--- src/rtl/pixel_coord_source.sv ---
// Raster-order pixel coordinate generator for the ray generator front end.
// Issues each (h, v) pair on two AXI-Stream channels and advances once both have accepted it.
module pixel_coord_source #(
    parameter int unsigned H_ACTIVE = 1024,
    parameter int unsigned V_ACTIVE = 768
) (
    input  logic        aclk,
    input  logic        aresetn,
    input  logic        start,
    output logic [10:0] hcount_axis_tdata,
    output logic        hcount_axis_tvalid,
    input  logic        hcount_axis_tready,
    output logic [9:0]  vcount_axis_tdata,
    output logic        vcount_axis_tvalid,
    input  logic        vcount_axis_tready,
    output logic        busy,
    output logic        frame_done
);

    localparam int unsigned HW = 11;
    localparam int unsigned VW = 10;

    localparam logic [1:0] S_IDLE = 2'd0;
    localparam logic [1:0] S_RUN  = 2'd1;
    localparam logic [1:0] S_DONE = 2'd2;

    logic [1:0]    state;
    logic [1:0]    state_nxt;
    logic [HW-1:0] h_nxt;
    logic [VW-1:0] v_nxt;
    logic          h_vld_nxt;
    logic          v_vld_nxt;
    logic          h_acc;
    logic          v_acc;
    logic          h_acc_nxt;
    logic          v_acc_nxt;
    logic          busy_nxt;
    logic          done_nxt;

    logic          h_done;
    logic          v_done;
    logic          pix_done;
    logic          h_end;
    logic          last_pix;

    // A channel counts as done for the current pixel if it handshakes now or already did.
    assign h_done   = h_acc | (hcount_axis_tvalid & hcount_axis_tready);
    assign v_done   = v_acc | (vcount_axis_tvalid & vcount_axis_tready);
    assign pix_done = h_done & v_done;
    assign h_end    = (hcount_axis_tdata == HW'(H_ACTIVE - 1));
    assign last_pix = h_end && (vcount_axis_tdata == VW'(V_ACTIVE - 1));

    always_ff @(posedge aclk or negedge aresetn) begin
        if (!aresetn) begin
            state <= S_IDLE;
        end else begin
            state <= state_nxt;
        end
    end

    always_comb begin
        state_nxt = state;
        h_nxt     = hcount_axis_tdata;
        v_nxt     = vcount_axis_tdata;
        h_vld_nxt = hcount_axis_tvalid;
        v_vld_nxt = vcount_axis_tvalid;
        h_acc_nxt = h_acc;
        v_acc_nxt = v_acc;
        case (state)
            S_IDLE: begin
                if (start) begin
                    state_nxt = S_RUN;
                    h_nxt     = '0;
                    v_nxt     = '0;
                    h_vld_nxt = 1'b1;
                    v_vld_nxt = 1'b1;
                    h_acc_nxt = 1'b0;
                    v_acc_nxt = 1'b0;
                end
            end
            S_RUN: begin
                if (pix_done) begin
                    h_acc_nxt = 1'b0;
                    v_acc_nxt = 1'b0;
                    if (last_pix) begin
                        state_nxt = S_DONE;
                        h_vld_nxt = 1'b0;
                        v_vld_nxt = 1'b0;
                    end else begin
                        h_vld_nxt = 1'b1;
                        v_vld_nxt = 1'b1;
                        if (h_end) begin
                            h_nxt = '0;
                            v_nxt = vcount_axis_tdata + VW'(1);
                        end else begin
                            h_nxt = hcount_axis_tdata + HW'(1);
                        end
                    end
                end else begin
                    // Hold back the channel that already accepted until its partner catches up.
                    h_acc_nxt = h_done;
                    v_acc_nxt = v_done;
                    h_vld_nxt = ~h_done;
                    v_vld_nxt = ~v_done;
                end
            end
            S_DONE: begin
                state_nxt = S_IDLE;
            end
            default: begin
                state_nxt = S_IDLE;
            end
        endcase
        busy_nxt = (state_nxt == S_RUN);
        done_nxt = (state_nxt == S_DONE);
    end

    always_ff @(posedge aclk or negedge aresetn) begin
        if (!aresetn) begin
            hcount_axis_tdata  <= '0;
            vcount_axis_tdata  <= '0;
            hcount_axis_tvalid <= 1'b0;
            vcount_axis_tvalid <= 1'b0;
            h_acc              <= 1'b0;
            v_acc              <= 1'b0;
            busy               <= 1'b0;
            frame_done         <= 1'b0;
        end else begin
            hcount_axis_tdata  <= h_nxt;
            vcount_axis_tdata  <= v_nxt;
            hcount_axis_tvalid <= h_vld_nxt;
            vcount_axis_tvalid <= v_vld_nxt;
            h_acc              <= h_acc_nxt;
            v_acc              <= v_acc_nxt;
            busy               <= busy_nxt;
            frame_done         <= done_nxt;
        end
    end

endmodule

--- config.mk ---
export PLATFORM = sky130hd
export DESIGN_NAME = pixel_coord_source
export DESIGN_NICKNAME = d
export VERILOG_FILES = /design/src/rtl/pixel_coord_source.sv
export SDC_FILE = /design/constraint.sdc
export NUM_CORES = 1
export LEC_CHECK = 0
export BUFFER_PORTS_ARGS = -buffer_cell sky130_fd_sc_hd__buf_2
export CAP_MARGIN = 15
export CORE_MARGIN = 2
export CORE_UTILIZATION = 55
export CTS_BUF_LIST = sky130_fd_sc_hd__clkbuf_8
export DETAILED_ROUTE_END_ITERATION = 8
export PLACE_DENSITY = 0.8
export SETUP_SLACK_MARGIN = 0.3
export SLEW_MARGIN = 20
export SYNTH_ARGS = -nofsm -noshare
export SYNTH_HDL_FRONTEND = slang
export SYNTH_SLANG_ARGS = --single-unit
--- constraint.sdc ---
create_clock -name aclk -period 2.43 [get_ports aclk]
set_input_delay 0.729 -clock aclk [delete_from_list [all_inputs] [get_ports aclk]]
set_output_delay 0.729 -clock aclk [all_outputs]
set_load 0.02 [all_outputs]
==> summary.txt, run 1 <==
Timing
  – Final min period: 1.99 ns
  – Worst slew margin: 0.576
  – RSZ-0062 raised after global routing: no
  – Clk_skew: 0.00731 ns
  – Slew Limit Fails: 0
  – Max Freq: 0.502 GHz
  – Hold Fails Final Rpt: 0
  – Worst-margin pin slew: 0.636 ns
  – Setup TNS: 0 ns
  – Final period utilization: 0.819
  – Setup violators final: 0
  – Worst Slack Setup Final: 0.440 ns

GRT
  – First-pass GRT wire length: 5730 µm
  – GRT Total Usage: 0.234
  – Initial antenna violation count: 0
  – Grt total ovfl: 0
  – Vias in the first global route: 1255
  – Largest net degree at the start of global routing: 30

Logic synthesis
  – Yosys cell types: 37
  – Yosys top cell by area: dfrtp_1
  – Most common cell in the netlist: dfrtp_1
  – Main area contributors after synthesis: dfrtp_1, o21ai_0, o31ai_1
  – Ys async rst share: 1.00
  – Yosys warns: 0
  – Top_reg_cell synth: dfrtp_1
  – Post-synth EDFFs: 0
  – Syn nets: 169
  – Top-area cell type share of the netlist area: 0.477
  – Synthesized area: 1520 µm²
  – Yosys reg bits: 29
  – Avg Inst Size Synth: 9.40 µm²
  – Syn Inst Count: 162
  – Sequential area share after synthesis: 0.477
  – Most instantiated cells after synthesis: dfrtp_1, o21ai_0, nand2_1

Layout
  – Share of cells above drive strength 1: 0.275
  – Layout fillers: 220
  – Final nets: 206
  – # diodes: 0
  – P&R area growth vs syn: 20.2%

Setup path
  – Setup crit end kind: register
  – Worst EP arrival: 2.20 ns
  – Critical Path RT: 2.64 ns
  – R2R Setup Slk: 0.44 ns
  – CP Class: reg2reg
  – CP max FO: 8
  – Critical Path, Cell by Cell: ha_2 -> and3_2 -> nand4_1 -> o221ai_4 -> or4_1 -> a21oi_1
  – R2r worst-path depth: 6
  – Slowest cell on crit path: or4_1
  – Startpoint types: register
  – RR Startpoint: vcount_axis_tdata[0]
  – Bufs and invs on worst path: 0
  – Cell family with most CP delay: simple AND/OR/NAND/NOR gates
  – FF-to-FF End: hcount_axis_tdata[5]
  – Crit-path max cell delay: 0.50 ns

Floorplanning
  – I/O pin count: 30
  – Core area: 2690 µm²
  – Starting Density: 0.567
  – Die footprint: 3210 µm²
  – Die Ht: 56.6 µm
  – Die extent in x: 56.6 µm
  – Row cnt: 19

Hold path
  – Worst hold path type: in2async

Status
  – Status: finished, final reports clean

Placement
  – Hpwl dp: 2460 µm
  – Pre-CTS setup slack: 0.250 ns
  – PortBufs: 29
  – Global placement routability congestion: 0.840

Routing
  – Wl on met1: 1630 µm
  – Drt total wl: 3610 µm
  – Pre-antenna DRT Iters: 5
  – Vias: 1438
  – Met3 WL: 237 µm
  – Vias per cell: 6.23
  – Met2 Wirelength: 1660 µm
  – DRC Markers: 0
  – DR top layer: met4
  – WL per Instance: 15.6 µm
  – DR iter-0 viols: 91
  – Post-DRT Antenna Nets: 0

Clock network
  – CTS max path bufs: 2
  – Reg clk slew, reported paths: 0.06 ns
  – Hold-fix buffers, CTS: 0
  – CTS tree: built
  – Clk sink count: 29
  – Root Driver: clkbuf_8
  – Clock latency on the worst-skew pair: 0.28 ns
  – H-Tree Depth: 2
  – Total CTS buffers: 5

Run
  – MaxCap Viol Count: 0

Power and ir drop
  – Peak VDD IR: 0.705 mV
  – PD cells: 786 nW/µm²
  – Leak: 0.000808 µW
  – Tot Pwr: 1440 µW
[stage by stage]
step / hold slack, ns / instance area [µm²] / utilization / std cells
floorplan: 0.433 / 1520 / - / 162
CTS: 0.480 / 1800 / 0.668 / 229
detailed placement: 0.491 / 1710 / 0.636 / 221
global placement: 0.476 / 1710 / 0.636 / 221
global route: 0.518 / 1830 / 0.681 / 231
finish: 0.462 / 1830 / 0.681 / 231
[kinds of logic after synthesis]
logic type / count (synthesis) / share of synthesized area
compound gates: 54 / 0.235
fa+ha+maj: 2 / 0.0164
flops: 29 / 0.477
buf+inv: 8 / 0.0312
simple gates: 69 / 0.241
[worst max-delay path by stage]
| stage | start | end | slack, ns | cells after the start |
|---|---|---|---|---|
| finish | vcount_axis_tdata[0] | hcount_axis_tdata[5] | 0.44 | 6 |
| detailed placement | vcount_axis_tready | vcount_axis_tdata[7] | 0.25 | 7 |
| global placement | vcount_axis_tready | vcount_axis_tdata[7] | 0.26 | 7 |
| global route | vcount_axis_tdata[0] | vcount_axis_tdata[5] | 0.32 | 6 |
| CTS | hcount_axis_tdata[0] | vcount_axis_tdata[6] | 0.35 | 6 |
| floorplan | vcount_axis_tdata[0] | hcount_axis_tdata[5] | 0.43 | 7 |
[state kept, by name, indices dropped and copies added (netlist names)]
signal,cells
hcount_axis_tvalid,1
hcount_axis_tdata,11
vcount_axis_tvalid,1
h_acc,1
busy,1
state,2
frame_done,1
vcount_axis_tdata,10
v_acc,1
[final cells by class]
cell class	instances	area, µm²	area share
Inverter	1	3.75	0.00205
Multi-Input combinational cell	126	782	0.427
Clock buffer	5	68.8	0.0376
Sequential cell	29	726	0.396
Timing Repair Buffer	36	198	0.108
Clock inverter	3	13.8	0.00752
Tap cell	31	38.8	0.0212
[placed cells by master, fill, tap and decap left out, types with 4 or more instances in the layout]
cell type   n
dfrtp_1    29
buf_2      29
o21ai_0    16
nand2_1    14
nand3_1    12
nor2_1     11
o31ai_1    10
a21oi_1     9
buf_4       7
a31oi_1     6
clkbuf_8    5
nor3_1      4
[what timing repair did]
action                                  in CTS  in global routing
gates resized for setup                      1                  4
endpoints found under the hold margin        0                  0
endpoints found under the setup margin       1                 17
cloned                                       0                  1
pin swaps                                    0                  2
setup buffers                                0                  1
[power breakdown]
| group | leakage [µW] | switching, µW | total, µW | internal, µW |
|---|---|---|---|---|
| logic | 0.000379 | 280 | 441 | 161 |
| clock network | 0.0000491 | 178 | 371 | 193 |
| registers | 0.000379 | 71.5 | 626 | 555 |
| total | 0.000808 | 529 | 1440 | 909 |
[routing by layer]
metal	global-route usage	vias to the layer above
met1	0.325	679
li1	-	696
met2	0.347	56
met4	0.112	0
met3	0.0484	7
met5	0	-
[worst register-to-register path: stages, from the launching register on]
cell	delay, ns
dfrtp_1	0.43
ha_2	0.23
and3_2	0.26
nand4_1	0.18
o221ai_4	0.17
or4_1	0.50
a21oi_1	0.15
Power figures use the tool's default switching activity.
==> run 2: changes to the inputs <==
--- a/config.mk
+++ b/config.mk
@@ -8,10 +8,10 @@
 export BUFFER_PORTS_ARGS = -buffer_cell sky130_fd_sc_hd__buf_2
 export CAP_MARGIN = 15
 export CORE_MARGIN = 2
-export CORE_UTILIZATION = 55
+export CORE_UTILIZATION = 51
 export CTS_BUF_LIST = sky130_fd_sc_hd__clkbuf_8
 export DETAILED_ROUTE_END_ITERATION = 8
-export PLACE_DENSITY = 0.8
+export PLACE_DENSITY = 0.78
 export SETUP_SLACK_MARGIN = 0.3
 export SLEW_MARGIN = 20
 export SYNTH_ARGS = -nofsm -noshare
==> constraint.sdc (replaced) <==
create_clock -name aclk -period 1.6 [get_ports aclk]
set_input_delay 0.48 -clock aclk [delete_from_list [all_inputs] [get_ports aclk]]
set_output_delay 0.48 -clock aclk [all_outputs]
set_load 0.02 [all_outputs]
==> summary.txt, run 2 <==
Logic synthesis
  – Yosys reg bits: 29
  – Sequential area share after synthesis: 0.477
  – Syn nets: 169
  – Most instantiated cells after synthesis: dfrtp_1, o21ai_0, nand2_1
  – Syn Inst Count: 162
  – Yosys cell types: 37
  – Ys async rst share: 1.00
  – Post-synth EDFFs: 0
  – Main area contributors after synthesis: dfrtp_1, o21ai_0, o31ai_1
  – Most common cell in the netlist: dfrtp_1
  – Yosys warns: 0
  – Synthesized area: 1520 µm²
  – Yosys top cell by area: dfrtp_1
  – Top_reg_cell synth: dfrtp_1
  – Top-area cell type share of the netlist area: 0.477
  – Avg Inst Size Synth: 9.40 µm²

Floorplanning
  – Starting Density: 0.543
  – Row cnt: 19
  – Die extent in x: 58.6 µm
  – Die Ht: 58.6 µm
  – I/O pin count: 30

Placement
  – Hpwl dp: 3330 µm
  – Global placement routability congestion: 0.882
  – PortBufs: 29
  – Placed cells: 272

Clock network
  – Hold-fix buffers, CTS: 0
  – CTS max path bufs: 2
  – Root Driver: clkbuf_8
  – Clk sink count: 29
  – Post-CTS setup buffer count: 14
  – Number of gates resized after cts: 119
  – H-Tree Depth: 2
  – Total CTS buffers: 5

Status
  – Status: stopped before the end
  – First error: [ERROR DPL-0033] detailed placement checks failed during check placement.
  – Last step reached: 4_1_cts
## run 2: metrics by stage
stage / instance area (µm²) / worst slack, ns
floorplan: 1600 / -0.291
global placement: 2160 / -0.185
detailed placement: 2160 / -0.235
## run 2: kinds of logic after synthesis
family | Yosys count | synth area share
and+or+nand+nor | 69 | 0.241
AOI/OAI and AO/OA | 54 | 0.235
DFF | 29 | 0.477
buffers and inverters | 8 | 0.0312
adders and majority gates | 2 | 0.0164
==> run 3: changes to the inputs <==
--- a/config.mk
+++ b/config.mk
@@ -8,11 +8,9 @@
 export BUFFER_PORTS_ARGS = -buffer_cell sky130_fd_sc_hd__buf_2
 export CAP_MARGIN = 15
 export CORE_MARGIN = 2
-export CORE_UTILIZATION = 51
-export CTS_BUF_LIST = sky130_fd_sc_hd__clkbuf_8
+export CORE_UTILIZATION = 40
 export DETAILED_ROUTE_END_ITERATION = 8
-export PLACE_DENSITY = 0.78
-export SETUP_SLACK_MARGIN = 0.3
+export PLACE_DENSITY_LB_ADDON = 0.15
 export SLEW_MARGIN = 20
 export SYNTH_ARGS = -nofsm -noshare
 export SYNTH_HDL_FRONTEND = slang
==> constraint.sdc (replaced) <==
create_clock -name aclk -period 2.1 [get_ports aclk]
set_input_delay 0.63 -clock aclk [delete_from_list [all_inputs] [get_ports aclk]]
set_output_delay 0.63 -clock aclk [all_outputs]
set_load 0.02 [all_outputs]
==> summary.txt, run 3 (synthesis gave the netlist of run 1 again) <==
Floorplanning
  – Core area: 3660 µm²
  – Row cnt: 22
  – Die extent in x: 65.7 µm
  – Die Ht: 65.7 µm
  – Starting Density: 0.416
  – I/O pin count: 30
  – Die footprint: 4320 µm²

Placement
  – Placed Area: 1860 µm²
  – Global placement routability congestion: 0.840
  – PortBufs: 29
  – Hpwl dp: 2930 µm

Setup path
  – Setup crit end kind: register
  – Worst EP arrival: 2.22 ns
  – Critical Path RT: 2.30 ns
  – Slowest cell on crit path: or4_1
  – Crit-path max cell delay: 0.51 ns
  – CP max FO: 11
  – Bufs and invs on worst path: 0
  – Cell family with most CP delay: simple AND/OR/NAND/NOR gates
  – CP Class: reg2reg
  – Critical Path, Cell by Cell: ha_1 -> and3_1 -> nand4_1 -> o221ai_4 -> or4_1 -> a21oi_1
  – Startpoint types: register

GRT
  – Largest net degree at the start of global routing: 30
  – Vias in the first global route: 1425
  – Grt total ovfl: 0
  – Initial antenna violation count: 0
  – First-pass GRT wire length: 6690 µm
  – GRT Total Usage: 0.205

Layout
  – P&R area growth vs syn: 28.0%
  – Share of cells above drive strength 1: 0.301
  – Fin area: 1950 µm²
  – # diodes: 0
  – Max FFs per register: 11
  – Most frequent cells in the layout: dfrtp_1, buf_2, buf_4
  – Layout fillers: 358
  – Largest regs: hcount_axis_tdata (11), vcount_axis_tdata (10), state (2)
  – Final nets: 222
  – Most flops, register: hcount_axis_tdata

Timing
  – Setup TNS: 0 ns
  – Setup violators final: 0
  – Clk_skew: 0.00479 ns
  – Worst-margin pin slew: 0.645 ns
  – Final period utilization: 0.962
  – Hold Fails Final Rpt: 0
  – Final min period: 2.02 ns
  – RSZ-0062 raised after global routing: no
  – Slew Limit Fails: 0
  – Worst slew margin: 0.570
  – Max Freq: 0.495 GHz

Hold path
  – Worst hold path type: in2async

Routing
  – DR iter-0 viols: 115
  – Vias: 1472
  – Post-DRT Antenna Nets: 0
  – Drt total wl: 3910 µm
  – WL per Instance: 14.8 µm
  – Vias per cell: 5.58
  – Pre-antenna DRT Iters: 4
  – DRC Markers: 0

Clock network
  – Number of gates resized after cts: 0
  – Reg clk slew, reported paths: 0.06 ns
  – H-Tree Depth: 2
  – Hold-fix buffers, CTS: 0
  – Total CTS buffers: 5
  – CTS max path bufs: 2
  – Clk sink count: 29
  – Clock latency on the worst-skew pair: 0.28 ns
  – Root Driver: clkbuf_8
  – Post-CTS setup buffer count: 0
  – CTS tree: built

Power and ir drop
  – PD cells: 887 nW/µm²
  – Peak VDD IR: 0.383 mV
  – Sequential share of power: 0.414
  – Cell internal pwr: 1120 µW
  – Switching power: 614 µW
  – Leak: 0.000882 µW
  – Combinational Power Share: 0.336
  – Switching Fraction: 0.355
  – Clock network fraction of total power: 0.249

Run
  – MaxCap Viol Count: 0

Status
  – Status: finished, final reports clean
[run 3: power by group through the flow]
stage | Combinational, µW | Clock, µW | Sequential, µW
4_1_cts | 587 | 446 | 716
2_1_floorplan | 272 | 0 | 799
5_1_grt | 644 | 468 | 731
3_3_place_gp | 573 | 0 | 716
6_report | 582 | 431 | 716
3_5_place_dp | 584 | 0 | 726
[run 3: layout make-up]
class                      instances  area [µm²]  area share
clock buffer                       8        80.1      0.0411
multi-input combinational        125         754       0.387
tap                               48        60.1      0.0308
inverter                           1        3.75     0.00193
timing repair buffer              53         325       0.167
sequential                        29         726       0.372
[run 3: layer usage]
metal / global-route usage / part of all wire / vias to the layer above
li1: - / - / 726
met2: 0.326 / 0.49 / 43
met5: 0 / 0 / -
met4: 0.0859 / 0.016 / 0
met3: 0.0548 / 0.056 / 5
met1: 0.262 / 0.43 / 698
[run 3: per-stage QoR]
stage          power (µW)  setup WS (ns)  utilization  hold slack, ns  cells
2_1_floorplan        1070         0.0969            -           0.334    162
3_3_place_gp         1290          0.126        0.509           0.479    256
3_5_place_dp         1310         0.0960        0.509           0.477    256
4_1_cts              1750         0.0868        0.531           0.404    264
5_1_grt              1840        0.00534        0.532           0.422    264
6_report             1730         0.0791        0.532           0.371    264
[run 3: final timing paths]
kind,cells after the start,startpoint,slack (ns),endpoint
worst min-delay path,1,aresetn,0.37,hcount_axis_tdata[5]
worst max-delay path,6,vcount_axis_tdata[0],0.08,hcount_axis_tdata[5]
max in group asynchronous,1,aresetn,1.30,hcount_axis_tvalid
worst max register to register,6,vcount_axis_tdata[0],0.08,hcount_axis_tdata[5]
worst min register to register,2,v_acc,0.49,v_acc
min in group aclk,2,v_acc,0.49,v_acc
[run 3: worst reg2reg max path: stages, from the launching register on]
cell      delay, ns
dfrtp_1        0.42
ha_1           0.26
and3_1         0.23
nand4_1        0.16
o221ai_4       0.19
or4_1          0.51
a21oi_1        0.16
